File: config.mk
export PLATFORM = sky130hd
export DESIGN_NAME = axis_slack_fifo
export DESIGN_NICKNAME = d
export VERILOG_FILES = /design/src/rtl/axis_slack_fifo.sv
export SDC_FILE = /design/constraint.sdc
export NUM_CORES = 1
export LEC_CHECK = 0
export CORE_UTILIZATION = 35
export DETAILED_ROUTE_END_ITERATION = 10
export PLACE_DENSITY = 0.57
export SYNTH_ARGS = -nofsm -noshare
export SYNTH_HDL_FRONTEND = slang
export SYNTH_SLANG_ARGS = --single-unit
File: constraint.sdc
create_clock -name clk -period 4.1 [get_ports clk]
set_clock_uncertainty 0.2 [all_clocks]
set_input_delay 1.23 -clock clk [delete_from_list [all_inputs] [get_ports clk]]
set_output_delay 1.23 -clock clk [all_outputs]
set_load 0.005 [all_outputs]
File: src/rtl/axis_slack_fifo.sv
// axis_slack_fifo
// AXI-Stream sink stage that absorbs the beats a source may still push after
// a late-arriving (registered) s_axis_tready falls. Beats are held in a
// DEPTH-entry show-ahead FIFO and re-presented as a standard AXI-Stream master.
// s_axis_tready is deasserted early enough to leave READY_LAT entries of slack.
//
// Optional feature: define AXIS_SLACK_FIFO_DROP_CNT_EN to add an 8-bit
// saturating drop_count output alongside the sticky overflow flag.
//
// Handshake semantics: on the master side a beat transfers on a rising edge
// where m_axis_tvalid && m_axis_tready; tvalid/tdata never change while a
// beat is offered and not taken. On the slave side acceptance is credit-style:
// any s_axis_tvalid beat is stored if there is room (or a slot frees on the
// same edge); s_axis_tready is only advisory and leads acceptance by READY_LAT.
module axis_slack_fifo #(
    parameter int DATA_WIDTH = 32,
    parameter int ADDR_WIDTH = 4,
    parameter int READY_LAT  = 1
) (
    input  logic                  clk,
    input  logic                  rstn,
    input  logic [DATA_WIDTH-1:0] s_axis_tdata,
    input  logic                  s_axis_tvalid,
    output logic                  s_axis_tready,
    output logic [DATA_WIDTH-1:0] m_axis_tdata,
    output logic                  m_axis_tvalid,
    input  logic                  m_axis_tready,
    output logic [ADDR_WIDTH:0]   occupancy,
`ifdef AXIS_SLACK_FIFO_DROP_CNT_EN
    output logic [7:0]            drop_count,
`endif
    output logic                  overflow
);

    localparam int DEPTH = 1 << ADDR_WIDTH;
    localparam logic [ADDR_WIDTH:0] DEPTH_CNT = (ADDR_WIDTH + 1)'(DEPTH);
    // Highest post-edge count at which the source may still be invited to send.
    localparam logic [ADDR_WIDTH:0] READY_THR = (ADDR_WIDTH + 1)'(DEPTH - 1 - READY_LAT);

    logic [DATA_WIDTH-1:0] mem [DEPTH];
    logic [ADDR_WIDTH:0]   wr_ptr;
    logic [ADDR_WIDTH:0]   rd_ptr;
    logic [ADDR_WIDTH:0]   count;
    logic [ADDR_WIDTH:0]   count_next;
    logic                  full;
    logic                  empty;
    logic                  wr_en;
    logic                  rd_en;
    logic                  drop;

    // Flags, handshake qualifiers and next occupancy from the registered count.
    always_comb begin
        full       = (count == DEPTH_CNT);
        empty      = (count == '0);
        rd_en      = !empty && m_axis_tready;
        // A full FIFO still accepts a beat if the head leaves on the same edge.
        wr_en      = s_axis_tvalid && (!full || rd_en);
        drop       = s_axis_tvalid && full && !rd_en;
        count_next = count;
        case ({wr_en, rd_en})
            2'b10:   count_next = count + 1'b1;
            2'b01:   count_next = count - 1'b1;
            default: count_next = count;
        endcase
    end

    // Storage array: written on accept, no reset needed (contents don't-care).
    always_ff @(posedge clk) begin
        if (wr_en) begin
            mem[wr_ptr[ADDR_WIDTH-1:0]] <= s_axis_tdata;
        end
    end

    // Pointers, count, registered ready and sticky overflow.
    always_ff @(posedge clk or negedge rstn) begin
        if (!rstn) begin
            wr_ptr        <= '0;
            rd_ptr        <= '0;
            count         <= '0;
            s_axis_tready <= 1'b0;
            overflow      <= 1'b0;
        end else begin
            if (wr_en) begin
                wr_ptr <= wr_ptr + 1'b1;
            end
            if (rd_en) begin
                rd_ptr <= rd_ptr + 1'b1;
            end
            count         <= count_next;
            s_axis_tready <= (count_next <= READY_THR);
            if (drop) begin
                overflow <= 1'b1;
            end
        end
    end

`ifdef AXIS_SLACK_FIFO_DROP_CNT_EN
    logic [7:0] drop_cnt;

    // Saturating count of dropped beats.
    always_ff @(posedge clk or negedge rstn) begin
        if (!rstn) begin
            drop_cnt <= '0;
        end else if (drop && (drop_cnt != 8'hFF)) begin
            drop_cnt <= drop_cnt + 8'd1;
        end
    end

    assign drop_count = drop_cnt;
`endif

    // Show-ahead head of FIFO; valid straight from the registered count.
    assign m_axis_tdata  = mem[rd_ptr[ADDR_WIDTH-1:0]];
    assign m_axis_tvalid = !empty;
    assign occupancy     = count;

endmodule

# Word level (Yosys, flattened, before mapping)
# Memory sizes are Yosys's and may differ from the RTL's.
# Cells that the tools add are included.
# op_classes
add_sub_neg	4
n_lt_le_gt_ge	1
eq_ne	3
n_mux	3
n_reduce_logical	9
# ops
op	count
adder 5 x 1 -> 5 bit (second input constant)	3
one-hot mux 5 bit (2 select lines)	1
equality test 5 bit (second input constant)	1
<= comparator 5 x 4 -> 1 bit (second input constant)	1
zero test 5 bit	1
subtractor 5 x 1 -> 5 bit (second input constant)	1
logical AND 1 bit	4
zero test 1 bit	3
equality test 2 x 1 -> 1 bit (second input constant)	1
equality test 2 bit (second input constant)	1
two-way mux 1 bit	2
logical OR 1 bit	1
# totals
ff_bits	17
ramBits	512
input_bits	36
output_inout_bits	40
elab_cells	26
mem_count	1
# mem_list
name	words	width	read_ports	rd_clocked_by_memory_dff	write_ports	line	text
mem	16	32	1	0	1	40	logic [DATA_WIDTH-1:0] mem [DEPTH];

# Longest topological paths before layout
# logic_depth
depth_word	8
ltp_mapped	14
depth_no_buf	12

# Least setup slack after synthesis
# Ideal clock, no wire load.
# synth_path
kind	input to register
start	input m_axis_tready
end	memory mem[0][0], enable pin
setup_ns	0.461
arrival_ns	3.895
required_ns	3.439
slack_ns	-0.456
cell_stages	5
path_buffers	1
cell_sequence	or3b_1 and2_1 buf_6 nand2_1 nor3_1
# synth_between
elab_chain_cells	5
# synth_rtl
item	line	text
start: declaration	27	input logic m_axis_tready,
logical AND 1 bit	55	rd_en = !empty && m_axis_tready;
logical OR 1 bit	57	wr_en = s_axis_tvalid && (!full || rd_en);
logical AND 1 bit	57	
two-way mux 1 bit	69	if (wr_en) begin
two-way mux 1 bit (not written as such)	70	mem[wr_ptr[ADDR_WIDTH-1:0]] <= s_axis_tdata;
end: declaration	40	
# No other way between the ends.

# Worst setup path in the final report
# layout_path
start	register rd_ptr[0]
end	output m_axis_tdata[11]
# layout_between
elab_chain_cells	1
# layout_rtl
item	line	text
start: declaration	42	logic [ADDR_WIDTH:0] rd_ptr;
start signal: assignment	87	rd_ptr <= rd_ptr + 1'b1;
memory read (16 x 32 bit)	--	
end: declaration	25	output logic [DATA_WIDTH-1:0] m_axis_tdata,
# No other way between the ends.

==> flow_metrics.py <==
metrics = {
    "cts": {
        "cts_tree": "yes",
        "clock_latency_ps": 590,
        "cts_num_sinks": 527,
        "cts_made_buffers": 54,
        "cts.clk_slew.worst_paths_ps": 50,
        "clockBufferDepth": 3,
        "hold_buffers": 0,
        "cts_htree_levels": 2,
        "root_buffer": "clkbuf_16",
    },
    "status": {
        "violations": "setup timing",
        "status": "finished, violations left",
    },
    "finish": {
        "mostFrequentLayoutCells": "512 x edfxtp_1, 160 x mux4_2, 56 x clkbuf_16",
        "fin_area_um2": 24500,
        "num_antenna_cells": 0,
        "drive_above_1_share_pct": 36.1,
        "fillers": 4743,
        "fin_cells": 1770,
        "layout.nets": 1015,
        "final_common_cell": "edfxtp_1",
        "area_delta_synth_final_pct": 22.2,
    },
    "timing": {
        "tightest_slew_ps": 1080,
        "rsz0062_at_grt": "true",
        "final_max_slew_viol_count": 0,
        "fmax_mhz": 240,
        "hold_ws_ps": 291,
        "setup_slack_ps": -60.3,
        "setup_violations": 16,
        "hold_viol_final": 0,
        "relSlewSlack_pct": 27.8,
        "fin_crit_sh_pct": 101,
        "fin_setup_tns_ps": -455,
        "fin_crit_ps": 4160,
    },
    "logic_synthesis": {
        "ys_types": 33,
        "synth_area_um2": 20100,
        "synthSimpleGateAreaFrac_pct": 1.00,
        "syn_area_per_cell_um2": 24.9,
        "synth_warnings": 0,
        "syn_nets": 849,
        "ys_seq_elements": 527,
        "synth_xor_area_share_pct": 0.568,
        "yosysSeqAreaShare_pct": 78.5,
        "syn_inst": 805,
        "synthAdderAreaFrac_pct": 0.499,
        "synth_compound_area_share_pct": 0.337,
        "synth_top_family_by_area": "multiplexers",
        "synth.area.mux_share_pct": 18.1,
    },
    "floorplan": {
        "die_w_um": 241,
        "rows": 87,
        "io_pins": 76,
        "core_area_um2": 56500,
        "start_util_pct": 35.5,
        "dieArea_um2": 58300,
        "die_y_um": 241,
    },
    "worst_setup_path": {
        "end_kind": "output pin",
        "cp_max_fo": 6,
        "start_kind": "register",
        "criticalPathCategory": "register to output pin",
        "critPathRequiredTime_ps": 2670,
        "arrival_ps": 2730,
    },
    "global_route": {
        "antenna_found_initial": 2,
        "grt-ovfl-total": 0,
        "grt_pass1_vias": 9633,
        "grt_pass1_wl_um": 65600,
        "track_usage_pct": 15.8,
        "grt_max_degree": 28,
    },
    "placed_design": {
        "dp_slack_ps": 9.85,
        "gp_congestion": 0.696,
        "postPlaceCellArea_um2": 22500,
        "dp_cells": 1647,
        "port_buffers": 75,
        "hpwl_um": 24100,
    },
    "drt": {
        "drtAntennaViolNets": 0,
        "viasPerCell": 5.11,
        "drtIter0Drc": 983,
        "routed_wl_um": 44400,
        "drc": 0,
        "vias": 9046,
        "wire_per_inst_um": 25.1,
        "firstDrtPassIters": 5,
    },
    "min_path": {
        "hold_class": "register to register",
    },
    "flow_run": {
        "maxCapViolations": 0,
    },
    "power": {
        "peakVddDrop_mv": 0.415,
        "p_per_area_nw_per_um2": 700,
        "p_leak_nw": 7.80,
    },
}
state kept, by name (all words and copies together) (netlist names):
name,count
mem,512
s_axis_tready,1
wr_ptr,4
occupancy,5
overflow,1
rd_ptr,4
where the power goes:
part | total (W) | switching, W | internal [W]
Combinational | 0.00561 | 0.00248 | 0.00313
Sequential | 0.00681 | 0.000285 | 0.00652
Clock | 0.00474 | 0.00202 | 0.00272
routing by layer:
metal,vias to the layer above,global-route usage [%],routed length (µm)
li1,3812,-,-
met1,4941,22.0,19400
met2,223,25.6,21900
met3,66,2.97,2290
met4,4,3.95,763
met5,-,0,27
layout make-up:
cell class | instances | area, µm² | area share (%)
sequential | 527 | 15800 | 64.3
tap | 756 | 946 | 3.86
clock inverter | 29 | 265 | 1.08
timing repair buffer | 152 | 1850 | 7.54
clock buffer | 70 | 1430 | 5.84
inverter | 5 | 18.8 | 0.0766
multi-input combinational | 231 | 4240 | 17.3
critical path, cell delays in order, from the launching register on:
cell and delay [ps]:
dfrtp_4 470, buf_8 180, buf_12 150, buf_12 130, mux4_2 500, mux4_2 560
buf_6 150
kinds of logic after synthesis:
family / after synthesis
AOI/OAI and AO/OA: 11
DFF: 527
buffers and inverters: 47
adders and majority gates: 8
and+or+nand+nor: 37
muxes: 162
xor gates and xnor gates: 13
what timing repair did:
item                                    4_1_cts  5_1_grt
gates resized for setup                     157        8
endpoints found under the setup margin       32       28
buffers inserted                             19        1
gates cloned                                  6        1
through the flow:
stage | util (%) | power, W
after floorplan | - | 0.00980
after global placement | 39.8 | 0.0123
after detailed placement | 39.8 | 0.0123
after CTS | 43.4 | 0.0173
after global routing | 43.4 | 0.0179
final | 43.4 | 0.0172
synth_stat cells:
| master | count | share of area [%] |
|---|---|---|
| nand4_2 | 1 | 0.062 |
| o31ai_1 | 1 | 0.037 |
| buf_1 | 5 | 0.094 |
| a21oi_1 | 4 | 0.10 |
| ha_1 | 8 | 0.50 |
| buf_6 | 1 | 0.056 |
| clkbuf_1 | 20 | 0.37 |
| and2_1 | 2 | 0.062 |
| nor4b_1 | 1 | 0.044 |
| nand2_4 | 1 | 0.056 |
| edfxtp_1 | 512 | 77 |
| or2_1 | 1 | 0.031 |
| inv_1 | 5 | 0.094 |
| or3b_1 | 1 | 0.044 |
| mux2_2 | 1 | 0.056 |
| nand2b_1 | 2 | 0.062 |
| nand4_1 | 1 | 0.031 |
| xnor2_1 | 6 | 0.26 |
| buf_2 | 16 | 0.40 |
| o21ai_0 | 3 | 0.075 |
| nor2b_1 | 1 | 0.031 |
| nor2_1 | 13 | 0.24 |
| or4_1 | 1 | 0.037 |
| nor3_1 | 4 | 0.10 |
| mux2_1 | 1 | 0.056 |
| and3b_1 | 2 | 0.087 |
| dfrtp_1 | 15 | 1.9 |
| xor2_1 | 7 | 0.31 |
| o21bai_1 | 1 | 0.037 |
| mux4_2 | 160 | 18 |
| nand2_1 | 6 | 0.11 |
| a32oi_1 | 1 | 0.044 |
| a41oi_1 | 1 | 0.044 |
path summary, 6_finish.rpt:
check | slack, ps | from | endpoint | depth (start not counted)
worst max-delay path | -60 | rd_ptr[0]$_DFFE_PN0P_ | m_axis_tdata[11] | 6
worst min-delay path | 290 | overflow$_DFFE_PN0P_ | overflow$_DFFE_PN0P_ | 1
worst max register to register | 630 | occupancy[1]$_DFF_PN0_ | s_axis_tready$_DFF_PN0_ | 13
worst min register to register | 290 | overflow$_DFFE_PN0P_ | overflow$_DFFE_PN0P_ | 1
max in group asynchronous | 2270 | rstn | rd_ptr[1]$_DFFE_PN0P_ | 1
min in group asynchronous | 880 | rstn | overflow$_DFFE_PN0P_ | 1
Power figures use the tool's default switching activity.
